[src/rtl/traffic_light_monitor.sv]
// Passive watchdog on the six traffic-light lamps: pattern, order and dwell checks.
// Define TLM_DWELL_CHECK_EN to add the dwell counter and the short/long dwell checks.
module traffic_light_monitor #(
    parameter int GREEN_CYCLES  = 11,
    parameter int YELLOW_CYCLES = 4,
    parameter int CNT_W         = 8
) (
    input  logic             clk,
    input  logic             rst,
    input  logic             NS_red,
    input  logic             NS_yellow,
    input  logic             NS_green,
    input  logic             EW_red,
    input  logic             EW_yellow,
    input  logic             EW_green,
    output logic             err,
    output logic [2:0]       err_code,
    output logic             err_pulse,
    output logic [CNT_W-1:0] err_cnt,
    output logic             locked,
    output logic [CNT_W-1:0] cycles_done
);

    typedef enum logic [2:0] {
        SYNC,
        NSG,
        NSY,
        EWG,
        EWY
    } state_t;

    localparam logic [2:0] E_NONE    = 3'd0;
    localparam logic [2:0] E_ILLEGAL = 3'd1;
    localparam logic [2:0] E_SEQ     = 3'd2;
`ifdef TLM_DWELL_CHECK_EN
    localparam logic [2:0] E_SHORT   = 3'd3;
    localparam logic [2:0] E_LONG    = 3'd4;
`endif

    if (GREEN_CYCLES >= (1 << CNT_W) - 1 ||
        YELLOW_CYCLES >= (1 << CNT_W) - 1) begin : g_bad_cfg
        $error("dwell requirement does not fit in CNT_W");
    end

    state_t state;
    state_t pat;
    state_t succ;
    logic   legal;
    logic [2:0] code;

`ifdef TLM_DWELL_CHECK_EN
    logic [CNT_W-1:0] dwell;
    logic [CNT_W-1:0] need;
    logic             first;
`endif

    always_comb begin
        legal = 1'b1;
        pat   = SYNC;
        case ({NS_red, NS_yellow, NS_green, EW_red, EW_yellow, EW_green})
            6'b001_100: pat = NSG;
            6'b010_100: pat = NSY;
            6'b100_001: pat = EWG;
            6'b100_010: pat = EWY;
            default:    legal = 1'b0;
        endcase
    end

    always_comb begin
        case (state)
            NSG:     succ = NSY;
            NSY:     succ = EWG;
            EWG:     succ = EWY;
            EWY:     succ = NSG;
            default: succ = SYNC;
        endcase
    end

`ifdef TLM_DWELL_CHECK_EN
    always_comb begin
        if (state == NSG || state == EWG) begin
            need = CNT_W'(GREEN_CYCLES);
        end else begin
            need = CNT_W'(YELLOW_CYCLES);
        end
    end
`endif

    // Priority chain: only the most severe violation is reported per sample.
    always_comb begin
        code = E_NONE;
        if (state != SYNC) begin
            if (!legal) begin
                code = E_ILLEGAL;
            end else if (pat != state && pat != succ) begin
                code = E_SEQ;
            end
`ifdef TLM_DWELL_CHECK_EN
            else if (pat == succ && dwell < need && !first) begin
                code = E_SHORT;
            end else if (pat == state && dwell == need) begin
                code = E_LONG;
            end
`endif
        end
    end

    always_ff @(posedge clk) begin
        if (rst) begin
            state       <= SYNC;
            err         <= 1'b0;
            err_code    <= E_NONE;
            err_pulse   <= 1'b0;
            err_cnt     <= '0;
            locked      <= 1'b0;
            cycles_done <= '0;
`ifdef TLM_DWELL_CHECK_EN
            dwell       <= '0;
            first       <= 1'b0;
`endif
        end else begin
            err_pulse <= 1'b0;
            if (code != E_NONE) begin
                err_pulse <= 1'b1;
                err       <= 1'b1;
                if (!err) begin
                    err_code <= code;
                end
                if (err_cnt != '1) begin
                    err_cnt <= err_cnt + 1'b1;
                end
                locked <= 1'b0;
                state  <= SYNC;
`ifdef TLM_DWELL_CHECK_EN
                dwell  <= '0;
                first  <= 1'b0;
`endif
            end else if (state == SYNC) begin
                if (legal) begin
                    state <= pat;
`ifdef TLM_DWELL_CHECK_EN
                    dwell <= CNT_W'(1);
                    first <= 1'b1;
`endif
                end
            end else if (pat != state) begin
                // No error and not the same pattern: this is the successor.
                state  <= succ;
                locked <= 1'b1;
                if (state == EWY) begin
                    cycles_done <= cycles_done + 1'b1;
                end
`ifdef TLM_DWELL_CHECK_EN
                dwell  <= CNT_W'(1);
                first  <= 1'b0;
`endif
            end
`ifdef TLM_DWELL_CHECK_EN
            else begin
                dwell <= dwell + 1'b1;
            end
`endif
        end
    end

endmodule

[config.mk]
export PLATFORM = sky130hd
export DESIGN_NAME = traffic_light_monitor
export DESIGN_NICKNAME = d
export VERILOG_FILES = /design/src/rtl/traffic_light_monitor.sv
export SDC_FILE = /design/constraint.sdc
export NUM_CORES = 1
export LEC_CHECK = 0
export CELL_PAD_IN_SITES_DETAIL_PLACEMENT = 1
export CELL_PAD_IN_SITES_GLOBAL_PLACEMENT = 2
export CORE_ASPECT_RATIO = 2
export CORE_MARGIN = 2
export CORE_UTILIZATION = 30
export CTS_BUF_LIST = sky130_fd_sc_hd__clkbuf_8
export DETAILED_ROUTE_END_ITERATION = 8
export PLACE_DENSITY = 0.91
export SYNTH_ARGS = -nofsm -noshare
export SYNTH_HDL_FRONTEND = slang
export SYNTH_SLANG_ARGS = --single-unit
[constraint.sdc]
create_clock -name clk -period 2.5 [get_ports clk]
set_input_delay 0.25 -clock clk [delete_from_list [all_inputs] [get_ports clk]]
set_output_delay 0.25 -clock clk [all_outputs]
set_load 0.005 [all_outputs]
Word level (Yosys, flattened, before mapping)
Cells that the tools add are included.

word-level totals
  register bits after elaboration = 25
  output and inout bits = 22
  logic and storage cells = 46

cells by class
  add/sub/neg operators = 2
  equality and inequality tests = 12
  multiplexer cells = 10
  bitwise operators = 3
  reductions and logical operators = 12

operators with widths
  operator                                       number
  one-hot mux 3 bit (4 select lines)             2
  adder 8 x 1 -> 8 bit, second input constant    2
  == test 6 bit, second input constant           2
  two-way mux 3 bit                              3
  != test 8 bit, second input constant           1
  AND reduction 2 bit                            4
  == test 3 x 2 -> 1 bit, second input constant  2
  == test 6 x 4 -> 1 bit, second input constant  1
  == test 6 x 5 -> 1 bit, second input constant  1
  two-way mux 2 bit                              3
  != test 3 bit                                  2
  nonzero test 3 bit                             2
  AND reduction 4 bit                            1
  OR reduction 4 bit                             1
  == test 3 x 1 -> 1 bit, second input constant  1
  == test 3 bit, second input constant           1
  logical NOT 3 bit                              1
  inverter 1 bit                                 3
  two-way mux 1 bit                              2
  != test 2 bit, second input constant           1
  nonzero test 2 bit                             1
  OR reduction 2 bit                             1
  logical AND 1 bit                              1

Depth between registers and ports, before layout
Gate-level depths: netlist (run 1).

  depth in word-level cells = 10
  gate-level depth with buffers = 9

Worst setup path before layout (run 1)
No wires, ideal clock.

  path kind = in2reg
  from = input NS_red
  to = register err_cnt[5]
  setup time = 0.121 ns
  arrival = 2.003 ns
  data required time = 2.379 ns
  slack = 0.376 ns
  stages = 9
  buffers on the path = 2
  cell sequence = and4bb_2 -> o21ai_2 -> buf_2 -> nand2_1 -> a22oi_1 -> o31ai_1 -> buf_2 -> nor4_1 -> mux2_2

on the way
  cells in the longest elaborated chain, start to end = 9
  elaborated cells on any way between the ends = 15

RTL lines
  what                                      line  RTL
  start: declaration                        10    input logic NS_red,
  == test 6 bit (tied with other cells)     60    case ({NS_red, NS_yellow, NS_green, EW_red, EW_yellow, EW_green})
  one-hot mux 3 bit (4 select lines)        60
  != test 3 bit                             95    end else if (pat != state && pat != succ) begin
  logical AND 1 bit                         95
  two-way mux 2 bit                         95
  two-way mux 2 bit (*)                     93    if (!legal) begin
  two-way mux 2 bit (*)                     92    if (state != SYNC) begin
  nonzero test 3 bit (*)                    123   if (code != E_NONE) begin
  AND reduction 2 bit (no source line) (*)  n/a
  end signal: assignment                    130   err_cnt <= err_cnt + 1'b1;
  end: declaration                          19    output logic [CNT_W-1:0] err_cnt,

Every way passes the cells marked *; elsewhere a longest branch is shown, timed or not.
A chain may end at the register's enable or synchronous reset.

Worst setup path after layout (run 1)
  from = input NS_green
  to = register cycles_done[7]

on the way
  cells in the longest elaborated chain, start to end = 10
  elaborated cells on any way between the ends = 16

RTL lines
  what                                      line     RTL
  start: declaration                        12       input logic NS_green,
  == test 6 bit (tied with other cells)     60
  one-hot mux 3 bit (4 select lines)        60
  != test 3 bit, on equally long branches   95, 146
  logical AND 1 bit                         95
  two-way mux 2 bit                         95
  two-way mux 2 bit                         93
  two-way mux 2 bit                         92
  nonzero test 3 bit                        123
  inverter 1 bit (no source line)           n/a
  AND reduction 4 bit (no source line) (*)  n/a
  end signal: assignment                    151      cycles_done <= cycles_done + 1'b1;
  end: declaration                          21       output logic [CNT_W-1:0] cycles_done

Marks and branches as above.

==> results of run 1 <==
==> worst max-delay path, cell delays in order <==
cell	delay (ps)
clkdlybuf4s50_1	520
nor4b_2	70
buf_4	140
nand3b_1	210
buf_4	160
nand3_1	100
nand2b_1	220
a2111oi_0	440
buf_4	190
nand4bb_1	110
a21oi_1	140
==> flip-flops by register name, summed over array words and instances (netlist names) <==
name / count
err_code: 2
err: 1
state: 3
locked: 1
err_cnt: 8
err_pulse: 1
cycles_done: 8
==> metrics by stage <==
stage	setup WS, ps	TNS, ps	util
after floorplan	376	0	-
after global placement	-223	-2290	0.420
final	163	0	0.449
after CTS	13.5	0	0.433
after detailed placement	-303	-3580	0.420
after global routing	19.6	0	0.449
==> cells by family (layout without fill, tap and decap cells) <==
kind of cell | Yosys count | in the layout | synth area share
AND/OR/NAND/NOR | 79 | 79 | 0.300
multiplexers | 8 | 8 | 0.0592
flip-flops | 24 | 24 | 0.330
AO/OA/AOI/OAI | 45 | 45 | 0.216
adder cells (fa/ha/maj) | 2 | 2 | 0.0172
other | 1 | 1 | 0.00257
XOR/XNOR | 3 | 3 | 0.0180
buffers and inverters | 18 | 70 | 0.0575
==> timing repair <==
action | CTS | global route
buffers inserted | 0 | 4
hold endpoints to repair | 0 | 0
hold buffers | 0 | 0
setup endpoints to repair | 1 | 14
gates cloned | 0 | 0
resized for setup | 1 | 12
pin swaps | 0 | 5
==> layout by cell type (no fill, tap or decap), types with 3 or more instances in the layout <==
cell type,Yosys,layout
buf_4,1,30
dfxtp_1,24,24
clkdlybuf4s50_1,0,24
nor2_1,22,22
a21oi_1,15,14
nand3_1,12,11
nand2_1,10,9
inv_1,8,8
o21ai_0,7,7
nor3_1,7,7
mux2_2,5,5
nand2b_1,4,4
nor2b_1,4,4
clkbuf_8,0,4
dlymetal6s2s_1,0,4
and4bb_2,2,3
or3_1,3,3
mux2i_1,3,3
o41ai_1,3,3
==> worst paths after layout <==
check | endpoint | cells after the start | start | slack (ps)
worst min register to register | err_cnt[6]$_SDFFE_PP0P_ | 2 | err_cnt[6]$_SDFFE_PP0P_ | 490
worst max-delay path | cycles_done[7]$_SDFFE_PP0P_ | 11 | NS_green | 160
worst min-delay path | err_cnt[6]$_SDFFE_PP0P_ | 2 | err_cnt[6]$_SDFFE_PP0P_ | 490
worst max register to register | err_cnt[4]$_SDFFE_PP0P_ | 8 | state[1]$_SDFFE_PP0P_ | 270
==> power groups by stage <==
stage               Sequential [mW]  Combinational (mW)  Clock [mW]
finish                        0.414               0.179       0.264
global route                  0.417               0.198       0.290
CTS                           0.414               0.174       0.276
detailed placement            0.423               0.171           0
global placement              0.423               0.168           0
floorplan                     0.416              0.0893           0
==> per-layer routing <==
metal  routed length, um  GRT usage  vias up
met2                2360      0.324       35
met5                   0          0        -
li1                    -          -      756
met1                1530      0.168      732
met3                 130    0.00580        9
met4                 128     0.0868        0
==> cell type report <==
type	instances	area, um2
inverters	8	30.0
clock buffers	4	55.1
repair buffers	58	515
fillers	587	2560
multi-input cells	138	935
well taps	55	68.8
flip-flops and latches	24	480
==> qor.yml, run 1 <==
final_layout:
  drive_above_1_share: 0.237
  area_growth_pct: 43.0
  stdcell_area_um2: 2080
  num_antenna_cells: 0
  finalNonFillerCells: 287
  fin_nets: 243
grt:
  grt_max_degree: 16
  antenna_found_initial: 0
  grt.total_usage: 0.167
  overflow: 0
  grt_pass1_wl_um: 6910
  grt_pass1_vias: 1573
synth:
  syn_inst: 180
  synth_common_cells: "24 x dfxtp_1, 22 x nor2_1, 15 x a21oi_1"
  synth_top_cell_area_share: 0.330
  ys_types: 49
  synth_seq_area_share: 0.330
  synth_top_area_cell: "dfxtp_1"
  ys_seq_elements: 24
  avgSynthCellArea_um2: 8.10
  synthMostInstantiatedCell: "dfxtp_1"
  async_reset_ff_frac: 0
  yosys_warnings: 0
  netlist_area_um2: 1460
  synth_edf_count: 0
  synthFlopType: "dfxtp_1"
  synthTopCellsByArea: "dfxtp_1 33%, nor2_1 5.7%, a21oi_1 5.2%"
  synth_fp_nets: 190
setup_path:
  worstPathArrival_ps: 2540
  worstPathRequired_ps: 2710
  startpoint_type: "input port"
  worstSetupEndpointType: "flip-flop"
  crit_path_max_fanout: 5
  crit_type: "input port to flip-flop"
hold_path:
  min_path_type: "flip-flop to flip-flop"
power:
  seqPwrFrac: 0.483
  clock_power_share: 0.308
  power_uw: 857
  pwr-share-comb: 0.208
  power_switching_share: 0.260
  p_sw_uw: 223
  max-vdd-ir-drop_mv: 0.341
  p_int_uw: 634
  p_per_area_nw_per_um2: 411
  leakage_nw: 0.794
clocking:
  htreeDepth: 1
  clk_latency_ps: 270
  cts_buffer_depth: 2
  numClockSinks: 24
  cts_buffers: 3
  cts_root_buf: "clkbuf_8"
  clk_pin_slew_worst_paths_ps: 80
  tritoncts: "yes"
placement:
  io_buffers: 28
  gp_congestion: 0.792
  hpwl_um: 3300
  postPlaceCellArea_um2: 1950
  place_inst: 279
drt:
  drtIter0Drc: 20
  drc: 0
  ant_nets: 0
  drtPass1Iterations: 4
  vias: 1532
  wl_um: 4150
  wl_per_cell_um: 14.5
  via_per_inst: 5.34
die:
  dieWidth_um: 53.3
  io_pins: 30
  rows: 35
  core_area_um2: 4640
  initial_core_util: 0.314
  die_area_um2: 5470
  die_y_um: 103
timing:
  min_period_over_period: 0.935
  finClkSkew_ps: 1.83
  hold_violations: 0
  fmax_mhz: 428
  period_minus_slack_ps: 2340
  slew_violations: 0
  rsz0062_at_grt: "yes"
  slew_headroom: 0.561
  worstMarginPinSlew_ps: 654
  setup_viol: 0
  holdWs_ps: 487
status:
  outcome: "finished clean"
job:
  cap_violations: 0
Note: power is estimated with default switching activity, not from simulation.
==> inputs of run 2 (changes only) <==
--- a/config.mk
+++ b/config.mk
@@ -9,10 +9,11 @@
 export CELL_PAD_IN_SITES_GLOBAL_PLACEMENT = 2
 export CORE_ASPECT_RATIO = 2
 export CORE_MARGIN = 2
-export CORE_UTILIZATION = 30
+export CORE_UTILIZATION = 31
 export CTS_BUF_LIST = sky130_fd_sc_hd__clkbuf_8
 export DETAILED_ROUTE_END_ITERATION = 8
-export PLACE_DENSITY = 0.91
+export DONT_BUFFER_PORTS = 1
+export PLACE_DENSITY = 0.8
 export SYNTH_ARGS = -nofsm -noshare
 export SYNTH_HDL_FRONTEND = slang
 export SYNTH_SLANG_ARGS = --single-unit
==> qor.yml, run 2 (synthesis gave the netlist of run 1 again) <==
drt:
  via_per_inst: 5.65  # +5.9%
  wl_per_cell_um: 16.3  # +13%
  drtPass1Iterations: 4  # unchanged
  vias: 1306  # -15%
  drtIter0Drc: 12  # -40%
  ant_nets: 0  # unchanged
  wl_um: 3780  # -9.0%
  drc: 0  # unchanged
final_layout:
  finalNonFillerCells: 231  # -20%
  mostFrequentLayoutCell: "dfxtp_1"
  fin_nets: 187  # -23%
  num_antenna_cells: 0  # unchanged
  drive_above_1_share: 0.108  # -0.129
  area_growth_pct: 5.84
  final_cell_mix: "24 x dfxtp_1, 22 x nor2_1, 15 x a21oi_1"
  largestRegisters: "cycles_done x8, err_cnt x8, state x3"
die:
  die_area_um2: 5300  # -3.1%
  core_area_um2: 4550  # -1.9%
  dieWidth_um: 52.5  # -1.5%
  io_pins: 30  # unchanged
  initial_core_util: 0.320  # +0.00604
  die_y_um: 101  # -1.6%
  rows: 35  # unchanged
timing:
  setup_slack_ps: 272  # +109 ps
  slew_violations: 0  # unchanged
  rsz0062_at_grt: "no"
  holdWs_ps: 40.4  # -446 ps
  tns_ps: 0  # unchanged
  period_minus_slack_ps: 2230  # -109 ps
  slew_headroom: 0.549  # -0.0117
  hold_violations: 0  # unchanged
  finClkSkew_ps: 3.69  # +1.86 ps
  fmax_mhz: 449  # +4.9%
  min_period_over_period: 0.891  # -0.0436
  setup_viol: 0  # unchanged
  worstMarginPinSlew_ps: 672  # +17.4 ps
placement:
  place_ws_ps: 41.7  # +345 ps
  place_inst: 227  # -19%
  gp_congestion: 0.815  # +2.9%
  io_buffers: 0  # -100%
  hpwl_um: 2930  # -11%
clocking:
  clk_latency_ps: 270  # about the same
  clk_pin_slew_worst_paths_ps: 80  # about the same
  htreeDepth: 1  # unchanged
  numClockSinks: 24  # unchanged
  cts_root_buf: "clkbuf_8"
  tritoncts: "yes"
  cts_buffer_depth: 2  # unchanged
  hold_buffers: 0  # unchanged
  cts_buffers: 3  # unchanged
  ctsResizeCount: 0  # -1
  cts_setup_buffers: 0  # unchanged
grt:
  grt_pass1_wl_um: 6260  # -9.4%
  grt_max_degree: 28  # +12
  antenna_found_initial: 0  # unchanged
  grt.total_usage: 0.150  # -0.0163
  overflow: 0  # unchanged
  grt_pass1_vias: 1430  # -9.1%
setup_path:
  worstPathRequired_ps: 2660  # -50 ps
  worstPathArrival_ps: 2390  # -150 ps
  worstSetupEndpointType: "flip-flop"
  startpoint_type: "flip-flop"
  crit_path_max_fanout: 13  # +8
  crit_type: "flip-flop to flip-flop"
job:
  cap_violations: 0  # unchanged
status:
  outcome: "finished clean"
power:
  max-vdd-ir-drop_mv: 0.412  # +21%
  p_per_area_nw_per_um2: 504  # +23%
  leakage_nw: 0.519  # -35%
  power_uw: 778  # -9.2%
hold_path:
  min_path_type: "input port to flip-flop"
[run 2: final timing paths]
path                            slack [ps]               startpoint                 endpoint  cells after the start
worst max-delay path                   270    state[1]$_SDFFE_PP0P_  err_cnt[5]$_SDFFE_PP0P_                      8
worst min register to register         490  err_cnt[6]$_SDFFE_PP0P_  err_cnt[6]$_SDFFE_PP0P_                      2
worst min-delay path                    40                      rst  err_cnt[7]$_SDFFE_PP0P_                      1
worst max register to register         270    state[1]$_SDFFE_PP0P_  err_cnt[5]$_SDFFE_PP0P_                      8
[run 2: where the power goes]
part | internal (mW) | switching (mW) | total, mW
clock network | 0.141 | 0.122 | 0.263
registers | 0.397 | 0.0206 | 0.417
logic | 0.0433 | 0.0548 | 0.0981
total | 0.581 | 0.197 | 0.778
[run 2: layer usage]
layer	global-route usage	wire length [um]	vias up
met5	0	0	-
met4	0.0631	82	0
met2	0.285	2120	23
li1	-	-	643
met3	0.0252	132	6
met1	0.152	1440	634
[run 2: final cells by class]
cell class | count | area [um2]
Sequential cell | 24 | 480
Timing Repair Buffer | 2 | 15.0
Tap cell | 55 | 68.8
Clock buffer | 4 | 55.1
Fill cell | 584 | 3010
Multi-Input combinational cell | 138 | 893
Inverter | 8 | 30.0
[run 2: per-stage QoR]
step                utilization  area (um2)
floorplan                     -        1460
global placement          0.327        1490
detailed placement        0.327        1490
CTS                       0.339        1540
global route              0.339        1540
finish                    0.339        1540
[run 2: critical path, stage by stage (launching register included)]
cell	delay [ps]
dfxtp_1	590
inv_1	190
nand2_1	110
mux2i_1	70
a22oi_1	220
o31ai_1	90
buf_4	190
nor4_1	290
mux2_2	360
